`config.mk`:
```
export PLATFORM = sky130hd
export DESIGN_NAME = coef_sequencer
export DESIGN_NICKNAME = d
export VERILOG_FILES = /design/src/rtl/coef_sequencer.sv
export SDC_FILE = /design/constraint.sdc
export NUM_CORES = 2
export LEC_CHECK = 0
export CAP_MARGIN = 25
export CORE_MARGIN = 3
export CORE_UTILIZATION = 49
export CTS_CLUSTER_SIZE = 16
export DETAILED_ROUTE_END_ITERATION = 16
export MAX_ROUTING_LAYER = met4
export PLACE_DENSITY = 0.63
export SETUP_SLACK_MARGIN = 0.5
export SLEW_MARGIN = 20
export SYNTH_ARGS = -nofsm -noshare
export SYNTH_HDL_FRONTEND = slang
export SYNTH_SLANG_ARGS = --single-unit
export TNS_END_PERCENT = 20
```
`constraint.sdc`:
```
create_clock -name clk -period 2.9 [get_ports clk]
set_input_delay 0.29 -clock clk [delete_from_list [all_inputs] [get_ports clk]]
set_output_delay 0.29 -clock clk [all_outputs]
set_load 0.02 [all_outputs]
```
`src/rtl/coef_sequencer.sv`:
```
// rtl/coef_sequencer.sv - tap-indexed multi-channel coefficient sequencer with latency-matched valid/last
//
// Pairs each accepted sample with a tap index and presents one coefficient per
// channel for that tap, read from runtime-writable banks. The output stage is a
// single register slice with backpressure. A fixed-depth delay line replays the
// output handshake (and frame-last) to line up with downstream multipliers.
//
// Ports:
//   clk, rst_n                       clock, asynchronous active-low reset
//   tdata_in/tvalid_in/tlast_in      sample stream in
//   tready_out                       sample stream ready
//   tap_clr                          synchronous tap-index clear
//   coef_wr_en/_ch/_idx/_data        coefficient write port
//   out_ready                        downstream ready
//   out_valid                        output register holds valid data
//   data_to_mult_a                   registered sample
//   data_to_mult_b                   coefficients, channel k at [k*COEF_W +: COEF_W]
//   tap_idx_out/tap_last_out         tap index of presented sample, last-tap flag
//   frame_last_out                   registered tlast_in
//   mult_valid/mult_last             handshake / frame-last delayed by PIPE_LAT cycles
module coef_sequencer #(
    parameter int DATA_W   = 16,
    parameter int COEF_W   = 12,
    parameter int NUM_CH   = 13,
    parameter int NUM_TAPS = 15,
    parameter int PIPE_LAT = 4,
    localparam int IDX_W   = $clog2(NUM_TAPS),
    localparam int CH_W    = (NUM_CH > 1) ? $clog2(NUM_CH) : 1
) (
    input  logic                       clk,
    input  logic                       rst_n,
    input  logic [DATA_W-1:0]          tdata_in,
    input  logic                       tvalid_in,
    input  logic                       tlast_in,
    output logic                       tready_out,
    input  logic                       tap_clr,
    input  logic                       coef_wr_en,
    input  logic [CH_W-1:0]            coef_wr_ch,
    input  logic [IDX_W-1:0]           coef_wr_idx,
    input  logic [COEF_W-1:0]          coef_wr_data,
    input  logic                       out_ready,
    output logic                       out_valid,
    output logic [DATA_W-1:0]          data_to_mult_a,
    output logic [NUM_CH*COEF_W-1:0]   data_to_mult_b,
    output logic [IDX_W-1:0]           tap_idx_out,
    output logic                       tap_last_out,
    output logic                       frame_last_out,
    output logic                       mult_valid,
    output logic                       mult_last
);

    localparam logic [IDX_W-1:0] LAST_TAP = IDX_W'(NUM_TAPS - 1);

    // Coefficient banks: deliberately not reset so they map onto plain RAM.
    logic [COEF_W-1:0] coef_mem [NUM_CH][NUM_TAPS];

    logic [IDX_W-1:0]         tap_q, tap_d;
    logic                     out_valid_q, out_valid_d;
    logic [DATA_W-1:0]        data_a_q, data_a_d;
    logic [NUM_CH*COEF_W-1:0] data_b_q, data_b_d;
    logic [IDX_W-1:0]         tap_idx_q, tap_idx_d;
    logic                     tap_last_q, tap_last_d;
    logic                     frame_last_q, frame_last_d;
    logic [PIPE_LAT-1:0]      vld_pipe_q, vld_pipe_d;
    logic [PIPE_LAT-1:0]      last_pipe_q, last_pipe_d;

    logic                     in_fire;
    logic                     out_fire;
    logic                     tap_is_last;
    logic [NUM_CH*COEF_W-1:0] coef_row;

    // Out-of-range channel/index writes are dropped entirely.
    always_ff @(posedge clk) begin
        if (coef_wr_en && (int'(coef_wr_ch) < NUM_CH) && (int'(coef_wr_idx) < NUM_TAPS)) begin
            coef_mem[coef_wr_ch][coef_wr_idx] <= coef_wr_data;
        end
    end

    // Asynchronous read of the current tap across all channels; capturing it into
    // the output register on the same edge as a write gives read-first behaviour.
    always_comb begin
        coef_row = '0;
        for (int k = 0; k < NUM_CH; k++) begin
            coef_row[k*COEF_W +: COEF_W] = coef_mem[k][tap_q];
        end
    end

    assign tready_out  = !out_valid_q || out_ready;
    assign in_fire     = tvalid_in && tready_out;
    assign out_fire    = out_valid_q && out_ready;
    assign tap_is_last = (tap_q == LAST_TAP);

    always_comb begin
        out_valid_d  = out_valid_q;
        data_a_d     = data_a_q;
        data_b_d     = data_b_q;
        tap_idx_d    = tap_idx_q;
        tap_last_d   = tap_last_q;
        frame_last_d = frame_last_q;
        tap_d        = tap_q;
        vld_pipe_d   = '0;
        last_pipe_d  = '0;

        if (in_fire) begin
            out_valid_d  = 1'b1;
            data_a_d     = tdata_in;
            data_b_d     = coef_row;
            tap_idx_d    = tap_q;
            tap_last_d   = tap_is_last;
            frame_last_d = tlast_in;
        end else if (out_fire) begin
            out_valid_d = 1'b0;
        end

        // The sample firing alongside tap_clr has already latched the old index above.
        if (tap_clr) begin
            tap_d = '0;
        end else if (in_fire) begin
            if (tlast_in || tap_is_last) begin
                tap_d = '0;
            end else begin
                tap_d = tap_q + IDX_W'(1);
            end
        end

        // Free-running shift: downstream multipliers do not stall.
        vld_pipe_d[0]  = out_fire;
        last_pipe_d[0] = out_fire && frame_last_q;
        for (int i = 1; i < PIPE_LAT; i++) begin
            vld_pipe_d[i]  = vld_pipe_q[i-1];
            last_pipe_d[i] = last_pipe_q[i-1];
        end
    end

    always_ff @(posedge clk or negedge rst_n) begin
        if (!rst_n) begin
            tap_q        <= '0;
            out_valid_q  <= 1'b0;
            data_a_q     <= '0;
            data_b_q     <= '0;
            tap_idx_q    <= '0;
            tap_last_q   <= 1'b0;
            frame_last_q <= 1'b0;
            vld_pipe_q   <= '0;
            last_pipe_q  <= '0;
        end else begin
            tap_q        <= tap_d;
            out_valid_q  <= out_valid_d;
            data_a_q     <= data_a_d;
            data_b_q     <= data_b_d;
            tap_idx_q    <= tap_idx_d;
            tap_last_q   <= tap_last_d;
            frame_last_q <= frame_last_d;
            vld_pipe_q   <= vld_pipe_d;
            last_pipe_q  <= last_pipe_d;
        end
    end

    assign out_valid      = out_valid_q;
    assign data_to_mult_a = data_a_q;
    assign data_to_mult_b = data_b_q;
    assign tap_idx_out    = tap_idx_q;
    assign tap_last_out   = tap_last_q;
    assign frame_last_out = frame_last_q;
    assign mult_valid     = vld_pipe_q[PIPE_LAT-1];
    assign mult_last      = last_pipe_q[PIPE_LAT-1];

endmodule

```
==> impl_metrics.ini <==
[clock_network]
cts_tree = built
cts-htree-levels = 5
cts.path.max_buffers = 4
cts_root_buffer = clkbuf_16
cts_buffers = 277
clock_sinks = 2531
clk_pin_slew_ps = 60
insertion_delay_ps = 900

[detailed_routing]
wl_per_cell_um = 29.0
routed_wl_um = 238000
drtIter0Drc = 4799
first_pass_iters = 5
route.vias.total = 48249
vias_per_cell = 5.88
route.detailed.drc = 0
ant_nets = 0

[logic_synthesis]
syn_inst = 4681
synth.distinct_cells = 41
synth-seq-area-share = 0.777
synth_fa_ha_area_frac = 0.000259
yosys.area.top_type_share = 0.727
synth-compound-area-share = 0.0393
synth_seq_cells = 2531
synth_area_leaders = edfxtp_1, mux4_2, dfrtp_1, mux2i_1, o211ai_1
syn_nets = 4726
synth_top_family_by_area = multiplexers
yosysTopAreaCell = edfxtp_1
synthXorXnorAreaFrac = 0
syn_avg_cell_area_um2 = 20.6
synth.area.mux_share = 0.143
yosysWarnings = 0
synth-simple-area-share = 0.0173
syn_area_um2 = 96600

[place]
post_dp_cell_area_um2 = 105000
post-place-ws_ps = -236
port_buffers = 224
dp_hpwl_um = 147000
dp.cells = 7692
gp_congestion = 0.802

[pwr]
p_per_area_nw_per_um2 = 679
pwr-share-clk = 0.426
ir_worst_vdd_v = 0.000517
p_comb_frac = 0.050
p_sw_uw = 16100
power_uw = 77400
cellLeakagePower_uw = 0.0361
p_int_uw = 61300
seq_power_share = 0.524
switching_share = 0.208

[finish]
multi_input_comb_area_um2 = 19400
nFillCells = 14219
seqCellArea_um2 = 75100
design_area_um2 = 114000
final-instance-count-excl-fill = 8204
drive_above_1_share = 0.240
final_util = 0.584
fin_nets = 5425
areaGrowthSynthToFinish_pct = 18.1

[grt]
track_usage = 0.242
grt_pass1_wl_um = 349000
antenna_found_initial = 5
grt_overflow = 0
grt_max_degree = 81
grt_pass1_vias = 49060

[timing]
relSlewSlack = 0.482
max_freq_mhz = 418
rsz0062_at_grt = yes
hold_viol_final = 0
finalSetupViolCount = 0
slew_viol_final = 0
clock-skew-final_ps = 43.6
fin_crit_ps = 2390
finalWorstSetupSlack_ps = 505
finalCritPeriodShare = 0.826
tightest_slew_ps = 777

[critical_path]
r2r_end = data_to_mult_b[10]$_DFFE_PN0P_
worstSetupPathType = reg -> out
start_kind = register
worstPathArrival_ps = 2100
required_ps = 2610
crit_slowest_cell = clkdlybuf4s50_1
ff2ff_path_depth = 5
path_buf_inv = 1
cp_top_family = buffers and inverters
crit_fanout = 2
r2r-start = tap_q[1]$_DFFE_PN0P_
critPathCaptureType = output pin
max_stage_delay_ps = 670
path_cells = clkdlybuf4s50_1
ff2ff_setup_slack_ps = 520

[floorplanning]
core_um2 = 195000
die_area_um2 = 203000
start_util = 0.495
ios = 225
die_h_um = 450
rows = 162
die_w_um = 450

[status]
status = finished, final reports clean

[flow_run]
timing.max_cap.violations = 0

[worst_hold_path]
hold_path.class = in -> async
==> final cells by class <==
type                       count  share of cell area
sequential                  2531               0.658
inverter                     160             0.00526
clock inverter               112             0.00760
clock buffer                 365              0.0664
multi-input combinational   1695               0.170
timing repair buffer         715              0.0642
tap                         2624              0.0288
antenna                        2           0.0000439
==> synth_stat cells, drive strengths merged <==
library cell / number
a32oi: 1
a311o: 1
or3: 1
and2: 1
nand2b: 1
a21oi: 4
nor2b: 8
mux2: 20
nor3b: 1
clkbuf: 117
dfrtp: 191
or4b: 1
nor3: 1
a31o: 1
ha: 2
nand4: 1
mux4: 466
o22ai: 1
nor2: 200
a21o: 1
inv: 160
nand4b: 4
and3b: 1
or2: 1
buf: 178
a2111oi: 1
nand3: 11
or4: 1
nand2: 172
mux2i: 313
nor4: 1
o21ai: 5
o221ai: 156
o211ai: 311
edfxtp: 2340
and3: 2
nand3b: 4
==> stage by stage <==
stage               setup TNS (ps)  hold WS [ps]
floorplan                        0         -5.59
global placement            -63360           257
detailed placement          -34610           265
CTS                              0          21.2
global route                     0          50.7
finish                           0          73.2
==> flip-flops by register name, indices dropped and copies added (netlist names) <==
name,cells
coef_mem,2340
tap_q,4
tap_last_out,1
tap_idx_out,4
data_to_mult_a,16
vld_pipe_q,4
frame_last_out,1
last_pipe_q,4
out_valid,1
data_to_mult_b,156
==> repair_timing <==
item / in CTS / in global routing
hold endpoints to repair: 761 / 0
gates resized for setup: 1 / 2
setup endpoints to repair: 108 / 9
hold buffers: 30 / 0
setup buffers: 3 / 0
==> power groups by stage <==
stage | Sequential, µW | Clock, µW | Combinational, µW
2_1_floorplan | 41600 | 0 | 1350
3_3_place_gp | 41400 | 0 | 3850
3_5_place_dp | 41400 | 0 | 3890
4_1_cts | 40600 | 33500 | 3960
5_1_grt | 40600 | 35100 | 4150
6_report | 40600 | 32900 | 3890
==> worst max-delay path by stage <==
stage / startpoint / endpoint / depth (start not counted)
6_report: data_to_mult_b[33]$_DFFE_PN0P_ / data_to_mult_b[33] / 1
5_1_grt: data_to_mult_b[125]$_DFFE_PN0P_ / data_to_mult_b[125] / 1
4_1_cts: data_to_mult_b[31]$_DFFE_PN0P_ / data_to_mult_b[31] / 1
3_5_place_dp: coef_wr_ch[0] / coef_mem[1][123]$_DFFE_PP_ / 8
3_3_place_gp: coef_wr_ch[0] / coef_mem[1][123]$_DFFE_PP_ / 8
2_1_floorplan: coef_wr_ch[0] / coef_mem[11][84]$_DFFE_PP_ / 6
==> cells in the final DEF, fill, tap and decap left out, drive strengths merged, types with 2 or more instances in the layout <==
| cell | synthesis | routed |
|---|---|---|
| edfxtp | 2340 | 2340 |
| o21ai | 5 | 5 |
| nand3b | 4 | 4 |
| nand4b | 4 | 4 |
| inv | 160 | 165 |
| bufinv | 0 | 13 |
| nand2 | 172 | 172 |
| and3 | 2 | 2 |
| dfrtp | 191 | 191 |
| mux2i | 313 | 313 |
| mux2 | 20 | 20 |
| nand3 | 11 | 11 |
| a21oi | 4 | 4 |
| ha | 2 | 2 |
| diode | 0 | 2 |
| o211ai | 311 | 311 |
| clkbuf | 117 | 365 |
| nor2 | 200 | 200 |
| clkinv | 0 | 88 |
| clkdlybuf4s50 | 0 | 209 |
| dlygate4sd3 | 0 | 29 |
| o221ai | 156 | 156 |
| buf | 178 | 475 |
| clkinvlp | 0 | 6 |
| mux4 | 466 | 466 |
| nor2b | 8 | 8 |
==> routing by layer <==
layer  global-route usage  vias to the layer above  part of all wire  wire length [µm]
li1                     -                    20608                 -                 -
met1                0.334                    25402              0.41             98300
met2                0.380                     1862              0.49            116000
met3               0.0350                      377             0.063             15100
met4               0.0746                        0             0.032              7650
met5                    -                        -                 0                 0
==> logic make-up after synthesis <==
kind of cell	count (synthesis)
AND/OR/NAND/NOR	412
adder cells (fa/ha/maj)	2
flip-flops	2531
multiplexers	799
AO/OA/AOI/OAI	482
buffers and inverters	455
Note: power is estimated with default switching activity, not from simulation.
